### config.mk
export PLATFORM = sky130hd
export DESIGN_NAME = bus_arbiter_2core
export DESIGN_NICKNAME = d
export VERILOG_FILES = /design/src/rtl/bus_arbiter_2core.sv
export SDC_FILE = /design/constraint.sdc
export NUM_CORES = 1
export LEC_CHECK = 0
export CORE_AREA = 8 8 103 105
export DETAILED_ROUTE_END_ITERATION = 6
export DIE_AREA = 0 0 111 113
export GPL_ROUTABILITY_DRIVEN = 0
export PLACE_DENSITY = 0.7
export SYNTH_ARGS = -nofsm -noshare
export SYNTH_HDL_FRONTEND = slang
export SYNTH_SLANG_ARGS = --single-unit
### constraint.sdc
create_clock -name clk -period 2.3 [get_ports clk]
set_input_delay 0.46 -clock clk [delete_from_list [all_inputs] [get_ports clk]]
set_output_delay 0.46 -clock clk [all_outputs]
set_load 0.01 [all_outputs]
### src/rtl/bus_arbiter_2core.sv
// Two-core shared-bus arbiter with snoop routing and cache_hit/flush cross-routing.
// Optional hold-time limit enabled by defining ARB_TIMEOUT_EN.
module bus_arbiter_2core #(
   parameter int DATA_W   = 32,
   parameter int ADDR_W   = 32,
   parameter int MAX_HOLD = 16
) (
   input  logic              clk,
   input  logic              reset,
   input  logic              req_core0,
   input  logic              req_core1,
   output logic              grant0,
   output logic              grant1,
   input  logic [DATA_W-1:0] bus_data_from0,
   input  logic [DATA_W-1:0] bus_data_from1,
   input  logic [ADDR_W-1:0] bus_address_from0,
   input  logic [ADDR_W-1:0] bus_address_from1,
   input  logic [1:0]        bus_op_from0,
   input  logic [1:0]        bus_op_from1,
   output logic [DATA_W-1:0] bus_data_to0,
   output logic [DATA_W-1:0] bus_data_to1,
   output logic [ADDR_W-1:0] bus_address_to0,
   output logic [ADDR_W-1:0] bus_address_to1,
   output logic [1:0]        bus_op_to0,
   output logic [1:0]        bus_op_to1,
   input  logic              cache_hit_from0,
   input  logic              cache_hit_from1,
   output logic              cache_hit_to0,
   output logic              cache_hit_to1,
   input  logic              flush_from0,
   input  logic              flush_from1,
   output logic              flush_to_owner,
   output logic              timeout
);

   localparam logic [1:0] OP_NONE = 2'b11;

   typedef enum logic [1:0] {
      IDLE = 2'd0,
      OWN0 = 2'd1,
      OWN1 = 2'd2
   } state_t;

   state_t state, state_nxt;
   logic   last_owner, last_owner_nxt;
   logic   timeout_q, timeout_nxt;
   logic   hold_expired;

   // Round-robin tie break: the core that did not own the bus last wins.
   function automatic state_t arbitrate(input logic r0, input logic r1, input logic lo);
      if (r0 && r1)  return lo ? OWN0 : OWN1;
      else if (r0)   return OWN0;
      else if (r1)   return OWN1;
      else           return IDLE;
   endfunction

`ifdef ARB_TIMEOUT_EN
   localparam int CNT_W = (MAX_HOLD > 2) ? $clog2(MAX_HOLD) : 1;
   logic [CNT_W-1:0] hold_cnt;

   assign hold_expired = (hold_cnt == CNT_W'(MAX_HOLD - 1));

   // Any state change (including a direct OWN0<->OWN1 handoff) restarts the count.
   always_ff @(posedge clk) begin
      if (reset)
         hold_cnt <= '0;
      else if (state_nxt != state)
         hold_cnt <= '0;
      else if (state != IDLE)
         hold_cnt <= hold_cnt + 1'b1;
   end
`else
   assign hold_expired = 1'b0;
`endif

   always_comb begin
      state_nxt      = state;
      last_owner_nxt = last_owner;
      timeout_nxt    = 1'b0;
      case (state)
         IDLE: state_nxt = arbitrate(req_core0, req_core1, last_owner);
         OWN0: begin
            if (!req_core0) begin
               last_owner_nxt = 1'b0;
               state_nxt      = req_core1 ? OWN1 : IDLE;
            end else if (hold_expired) begin
               last_owner_nxt = 1'b0;
               state_nxt      = IDLE;
               timeout_nxt    = 1'b1;
            end
         end
         OWN1: begin
            if (!req_core1) begin
               last_owner_nxt = 1'b1;
               state_nxt      = req_core0 ? OWN0 : IDLE;
            end else if (hold_expired) begin
               last_owner_nxt = 1'b1;
               state_nxt      = IDLE;
               timeout_nxt    = 1'b1;
            end
         end
         default: state_nxt = IDLE;
      endcase
   end

   always_ff @(posedge clk) begin
      if (reset) begin
         state      <= IDLE;
         last_owner <= 1'b1;
         timeout_q  <= 1'b0;
      end else begin
         state      <= state_nxt;
         last_owner <= last_owner_nxt;
         timeout_q  <= timeout_nxt;
      end
   end

   assign grant0  = (state == OWN0);
   assign grant1  = (state == OWN1);
   assign timeout = timeout_q;

   // Owner sees its own address echoed and any snooper data; snooper sees the owner's request.
   always_comb begin
      bus_data_to0    = '0;
      bus_data_to1    = '0;
      bus_address_to0 = '0;
      bus_address_to1 = '0;
      bus_op_to0      = OP_NONE;
      bus_op_to1      = OP_NONE;
      flush_to_owner  = 1'b0;
      case (state)
         OWN0: begin
            bus_data_to1    = bus_data_from0;
            bus_address_to1 = bus_address_from0;
            bus_op_to1      = bus_op_from0;
            bus_data_to0    = bus_data_from1;
            bus_address_to0 = bus_address_from0;
            flush_to_owner  = flush_from1;
         end
         OWN1: begin
            bus_data_to0    = bus_data_from1;
            bus_address_to0 = bus_address_from1;
            bus_op_to0      = bus_op_from1;
            bus_data_to1    = bus_data_from0;
            bus_address_to1 = bus_address_from1;
            flush_to_owner  = flush_from0;
         end
         default: ;
      endcase
   end

   assign cache_hit_to0 = cache_hit_from1;
   assign cache_hit_to1 = cache_hit_from0;

endmodule

-- After elaboration in Yosys (flattened, before gate mapping)
Cells that the tools add are included.
- flip-flop bits (word level): 3
- bits of input ports: 140
- output and inout port bits: 138
- word-level logic and storage cells: 29
- eq/ne operators: 4
- multiplexer cells: 17
- reduce and logical (&&, ||, !) cells: 6
- operators by type and width (cell ; number):
    32-bit 2-to-1 mux ; 2
    32-bit case mux with 2 select lines ; 1
    2-bit 2-to-1 mux ; 8
    2-bit case mux with 3 select lines ; 1
    2-bit inequality test, second input constant ; 2
    1-bit case mux with 2 select lines ; 2
    1-bit 2-to-1 mux ; 3
    3-bit AND reduction ; 1
    2-bit by 1-bit equality test with 1-bit output, second input constant ; 1
    2-bit equality test, second input constant ; 1
    2-bit zero test ; 1
    2-bit AND reduction ; 1
    2-bit nonzero test ; 1
    2-bit OR reduction ; 1
    1-bit logical AND ; 1

-- Longest topological paths before layout
Gate-level depths: netlist of the first run.
- depth in word-level cells: 4
- gate-level depth with buffers: 7

-- Worst setup path after synthesis of the first run
Ideal clock, no wire load.
- path kind: flip-flop to output port
- start point: register state[0]
- end point: output port bus_address_to1[0]
- arrival: 1.662 ns
- required time: 1.840 ns
- setup slack: 0.178 ns
- stages on the path, launching flop included: 7
- buffers on the path: 3
- cells stage by stage: dfxtp_1 inv_1 ha_1 clkbuf_1 clkbuf_1 nor2b_1 buf_4
- longest elaborated chain between the ends: 2
- ends and longest elaborated chain (item ; RTL line ; RTL):
    from (decl) ; 44 ; state_t state, state_nxt;
    from (signal assigned) ; 112 ; state <= state_nxt;
    2-bit equality test or 2-bit by 1-bit equality test with 1-bit output (tied branches) ; -- ;
    32-bit case mux with 2 select lines * ; -- ;
    to (decl) ; 23 ; output logic [ADDR_W-1:0] bus_address_to1,
Mark *: on every way between the ends. The rest lies on a longest branch, timed or not.

-- Final worst setup path of the first run
- start point: register state[0]
- end point: output port bus_data_to0[17]
- longest elaborated chain between the ends: 3
- ends and longest elaborated chain (item ; RTL line ; RTL):
    2-bit by 1-bit equality test with 1-bit output or 2-bit equality test (tied branches) ; 131 ; case (state)
    2-bit OR reduction (no line) * ; -- ;
    32-bit 2-to-1 mux * ; 131 ;
    to (decl) ; 20 ; output logic [DATA_W-1:0] bus_data_to0,
Marks and branches as above.

==> flow_summary.json, run 1 <==
{
  "via_count": 2359,
  "synth.most_common_cell": "and2_1",
  "antenna_cells": 0,
  "required_ns": 1.84,
  "synth_top_area_cell": "and2_1",
  "crit_family": "buffers and inverters",
  "coreArea_um2": 8980,
  "synth-seq-area-share": 0.0413,
  "cts_tree": "yes",
  "max_freq_ghz": 0.442,
  "dieArea_um2": 12500,
  "synthesis.area_um2": 1450,
  "syn-instance-count": 214,
  "clock_latency_ns": 0.22,
  "maxCapViolCount": 0,
  "period_needed_ns": 2.26,
  "postPlaceCellArea_um2": 4110,
  "cellLeakagePower_nw": 2.76,
  "rsz0062_at_grt": "true",
  "start_kind": "register",
  "cp_num_cells": 5,
  "ys_types": 23,
  "ys_top_cells_by_area": "and2_1, buf_4, a22oi_1",
  "start_util": 0.162,
  "synth_top_area_frac": 0.276,
  "synthTopCellsByCount": "and2_1, buf_4, a22oi_1, nor2b_1, clkbuf_1",
  "syn_nets": 359,
  "grt_max_degree": 35,
  "ant_nets": 0,
  "htree_num_levels": 1,
  "outcome": "finished clean",
  "crit_chain": "inv_1 > ha_4 > buf_4 > and2_1 > clkdlybuf4s50_1",
  "use_met1": 0.126,
  "vias_per_cell": 4.20,
  "fin_util": 0.480,
  "crit_path_max_fanout": 12,
  "timing.final.crit_share": 0.984,
  "die_w_um": 111,
  "cts.sinks": 3,
  "std_cell_rows": 35,
  "cpPeakStageDelay_ns": 0.53,
  "globalRoute.busiestLayer": "met2",
  "synthArstFlopShare": 0,
  "r2r-start": "state[0]",
  "critical_path_arrival_ns": 1.80,
  "ys_ff_latch": 3,
  "r2r_end": "state[0]",
  "endpoint_kind": "primary output",
  "slowest_stage": "clkdlybuf4s50_1",
  "crit_type": "register to primary output",
  "antenna_found_initial": 0,
  "grt_pass1_vias": 2645,
  "drv_slew": 0,
  "drive_above_1_share": 0.0444,
  "cts_buffer_depth": 2,
  "crit_buf_inv": 3,
  "startpoint": "state[0]",
  "pin_count": 278,
  "grt_pass1_wl_um": 14700,
  "wl_um": 10100,
  "port_buffers": 272,
  "drc": 0,
  "grtUsageMet3": 0.0693,
  "yosysWarnings": 0,
  "vdd_ir_drop_max_v": 0.000191,
  "hold_violations": 0,
  "cts_root_buf": "clkbuf_8",
  "final-setup-viol-count": 0,
  "wl_per_cell_um": 18.1,
  "crit_path_end": "bus_data_to0[17]",
  "grt_usage": 0.142,
  "synthToLayoutAreaGrowth_pct": 196,
  "grtUsageMet2": 0.284,
  "synth-edff-count": 0,
  "die_h_um": 113,
  "ff2ff_setup_slack_ns": 0.50,
  "drt_first_pass_iters": 4,
  "drt_iter0_drc": 43,
  "fin_skew_ns": 0.00159,
  "grt.overflow.total": 0,
  "power.density_nw_per_um2": 297,
  "clkSlewWorstSetupHoldPaths_ns": 0.03,
  "hp-class": "register to register",
  "p_total_mw": 1.28,
  "stdcell_area_um2": 4310,
  "avgSynthCellArea_um2": 6.79,
  "synthFlopType": "dfxtp_1",
  "dp_hpwl_um": 8560,
  "nets": 596,
  "cts_buffers": 3,
  "ff2ff_path_depth": 6
}
==> worst min path at each step <==
| stage | from | end | slack (ns) | cells after the start |
|---|---|---|---|---|
| floorplan | state[0] | state[0] | 0.49 | 2 |
| global placement | last_owner | last_owner | 0.52 | 2 |
| detailed placement | last_owner | last_owner | 0.53 | 2 |
| CTS | last_owner | last_owner | 0.54 | 2 |
| global route | last_owner | last_owner | 0.61 | 2 |
| finish | last_owner | last_owner | 0.55 | 2 |
==> cell type report <==
cell class,count,area [um^2]
inverter,2,7.51
timing repair buffer,285,2980
tap,111,139
multi-input combinational,156,1080
clock buffer,4,45.0
fill,894,4670
sequential,3,60.1
==> layout by cell type, fill, tap and decap left out, types with 2 or more instances in the layout <==
cell,Yosys,final
or2b_1,2,2
clkbuf_8,0,3
nand2b_1,4,4
a22oi_1,33,33
nor2b_1,33,33
a21oi_1,3,3
ha_4,0,2
buf_12,0,5
ha_1,5,2
dlymetal6s2s_1,0,56
nand3b_1,2,2
dfxtp_1,3,3
dlygate4sd2_1,0,72
buf_4,35,6
clkdlybuf4s50_1,0,144
and2_1,64,64
==> stage by stage <==
stage | setup TNS [ns] | worst slack, ns | std cells | hold WS, ns
finish | 0 | 0.0372 | 561 | 0.545
global route | -0.0526 | -0.0421 | 561 | 0.612
CTS | 0 | 0.00332 | 559 | 0.538
detailed placement | 0 | 0.0648 | 554 | 0.531
global placement | 0 | 0.0720 | 554 | 0.517
floorplan | 0 | 0.178 | 214 | 0.486
==> metal layers <==
layer	share of wire	up-vias	wire length, um
li1	-	1147	-
met1	0.33	1064	3320
met2	0.55	137	5610
met3	0.11	11	1080
met4	0.013	0	133
met5	0	-	0
==> state kept, by name, indices dropped and copies added (netlist names) <==
name and cells:
last_owner 1, state 2
==> tightest hold or removal path, delay by kind of cell, from the launching register on <==
kind               cells  cell delay [ns]
AOI/OAI and AO/OA      1             0.07
DFF                    1             0.32
and+or+nand+nor        1             0.10
==> logic make-up (layout without fill, tap and decap cells) <==
kind of cell,Yosys count,count (layout),synth area share
compound gates,41,41,0.204
fa+ha+maj,5,5,0.0431
flops,3,3,0.0413
simple gates,109,109,0.474
buf+inv,55,291,0.235
other cells,1,1,0.00258
==> what timing repair did <==
action	in CTS	in global routing
setup endpoints to repair	129	59
hold buffers	0	0
setup buffers	0	1
pin swaps	0	1
cloned	1	1
resized for setup	79	57
==> power breakdown <==
part | switching, mW | total (mW) | internal (mW)
Clock | 0.0422 | 0.161 | 0.119
Sequential | 0.00344 | 0.0614 | 0.0580
Combinational | 0.409 | 1.06 | 0.649
No activity file was read; power rests on OpenSTA's default activity.
==> inputs of run 2 (changes only) <==
==> constraint.sdc (replaced) <==
create_clock -name clk -period 2.3 [get_ports clk]
set_input_delay 0.23 -clock clk [delete_from_list [all_inputs] [get_ports clk]]
set_output_delay 0.23 -clock clk [all_outputs]
set_load 0.01 [all_outputs]
==> run 2 against run 1 <==
Effect of this change: fmax up 1.8%; final cell count is 0.89% lower; first-iteration DRC count increased to 2.5 times the previous value; die area unchanged; utilization is 0.45 points lower; clock skew decreased by 0.00092 ns; critical path type unchanged.
==> flow_summary.json, run 2 (synthesis gave the netlist of run 1 again) <==
{
  "outcome": "finished clean",
  "grt_pass1_wl_um": 14700,
  "fin_tns_setup_ns": 0,
  "fin_ws_ns": 0.0765,
  "hp-class": "input port to primary output",
  "cts_root_buf": "clkbuf_8",
  "grt.overflow.total": 0,
  "max_freq_ghz": 0.450,
  "ff2ff_path_depth": 6,
  "drv_slew": 0,
  "top_register": "state",
  "dp_hpwl_um": 8560,
  "pin_count": 278,
  "largest_reg_flops": 2,
  "final-setup-viol-count": 0,
  "fin_util": 0.475,
  "swShare": 0.339,
  "seqPwrFrac": 0.049,
  "hold_depth": 0,
  "p_total_mw": 1.33,
  "hold_violations": 0,
  "drt_iter0_drc": 109,
  "vdd_ir_drop_max_v": 0.000186,
  "start_kind": "register",
  "timing.final.crit_share": 0.967,
  "cts.sinks": 3,
  "drc": 0,
  "cts_buffer_depth": 2,
  "critical_path_arrival_ns": 1.99,
  "final_common_cell": "clkdlybuf4s50_1",
  "antenna_found_initial": 0,
  "ff2ff_setup_slack_ns": 0.48,
  "fin_cells": 556,
  "postPlaceCellArea_um2": 4070,
  "period_needed_ns": 2.22,
  "hold_buffers": 0,
  "wl_um": 10200,
  "grt_usage": 0.142,
  "hold_start": "cache_hit_from0",
  "die_w_um": 111,
  "ant_nets": 0,
  "htree_num_levels": 1,
  "grt_max_degree": 36,
  "antenna_cells": 0,
  "cts_buffers": 3,
  "synthToLayoutAreaGrowth_pct": 194,
  "wl_per_cell_um": 18.4,
  "min_to": "cache_hit_to1",
  "nets": 591,
  "port_buffers": 272,
  "cellLeakagePower_nw": 1.72,
  "stdcell_area_um2": 4270,
  "hold_ws_ns": 0.460,
  "crit_path_max_fanout": 33,
  "required_ns": 2.07,
  "dp_cells": 549,
  "cts_setup_buffers": 0,
  "pre_cts_slack_ns": 0.169,
  "r2r-start": "state[1]",
  "fin_skew_ns": 0.000673,
  "vias_per_cell": 4.26,
  "drive_above_1_share": 0.0427,
  "crit_type": "register to primary output",
  "clkSlewWorstSetupHoldPaths_ns": 0.03,
  "start_util": 0.162,
  "clock_latency_ns": 0.21,
  "clkPwrFrac": 0.114,
  "dieArea_um2": 12500,
  "std_cell_rows": 35,
  "power.density_nw_per_um2": 311,
  "grt_pass1_vias": 2607,
  "die_h_um": 113,
  "top_regs": "state: 2 flops, last_owner: 1 flops",
  "cts_tree": "yes",
  "via_count": 2369,
  "mostFrequentLayoutCells": "clkdlybuf4s50_1, and2_1, a22oi_1",
  "combinationalPowerShare": 0.837,
  "r2r_end": "state[0]",
  "nFillCells": 871,
  "p_sw_uw": 449,
  "coreArea_um2": 8980,
  "rsz0062_at_grt": "true",
  "drt_first_pass_iters": 4,
  "endpoint_kind": "primary output",
  "maxCapViolCount": 0,
  "power.internal_uw": 877
}
-- run 2: repair_timing --
action / in CTS / in global routing
gates resized for setup: 1 / 22
gates cloned: 1 / 2
setup endpoints to repair: 12 / 92
-- run 2: worst max-delay path, cell delays in order, from the launching register on --
cell and delay (ns):
dfxtp_2 0.37, inv_1 0.10, ha_4 0.32, bufbuf_16 0.31, and2_1 0.13, clkdlybuf4s50_1 0.55
-- run 2: how the worst max path moves through the flow --
stage	from	to
floorplan	state[0]	bus_address_to1[0]
global placement	state[1]	bus_address_to1[28]
detailed placement	state[1]	bus_address_to0[27]
CTS	state[1]	bus_data_to1[13]
global route	state[1]	bus_address_to1[23]
finish	state[1]	bus_data_to1[13]
-- run 2: power groups by stage --
stage / registers (mW) / clock network [mW] / logic (mW)
floorplan: 0.0631 / 0 / 0.414
global placement: 0.0636 / 0 / 1.06
detailed placement: 0.0641 / 0 / 1.07
CTS: 0.0634 / 0.155 / 1.11
global route: 0.0660 / 0.158 / 1.19
finish: 0.0654 / 0.151 / 1.11
-- run 2: per-layer routing --
metal,vias to the layer above,wire (um),share of wire,global-route usage
li1,1136,-,-,-
met1,1085,3470,0.34,0.132
met2,138,5580,0.54,0.277
met3,10,1040,0.10,0.0598
met4,0,153,0.015,0.0378
met5,-,0,0,0
-- run 2: area by class of cell --
type | instances | area [um^2] | share of cell area
well taps | 111 | 139 | 0.0326
clock buffers | 4 | 45.0 | 0.0106
inverters | 2 | 7.51 | 0.00176
flip-flops and latches | 3 | 62.6 | 0.0147
repair buffers | 280 | 2930 | 0.686
multi-input cells | 156 | 1080 | 0.254
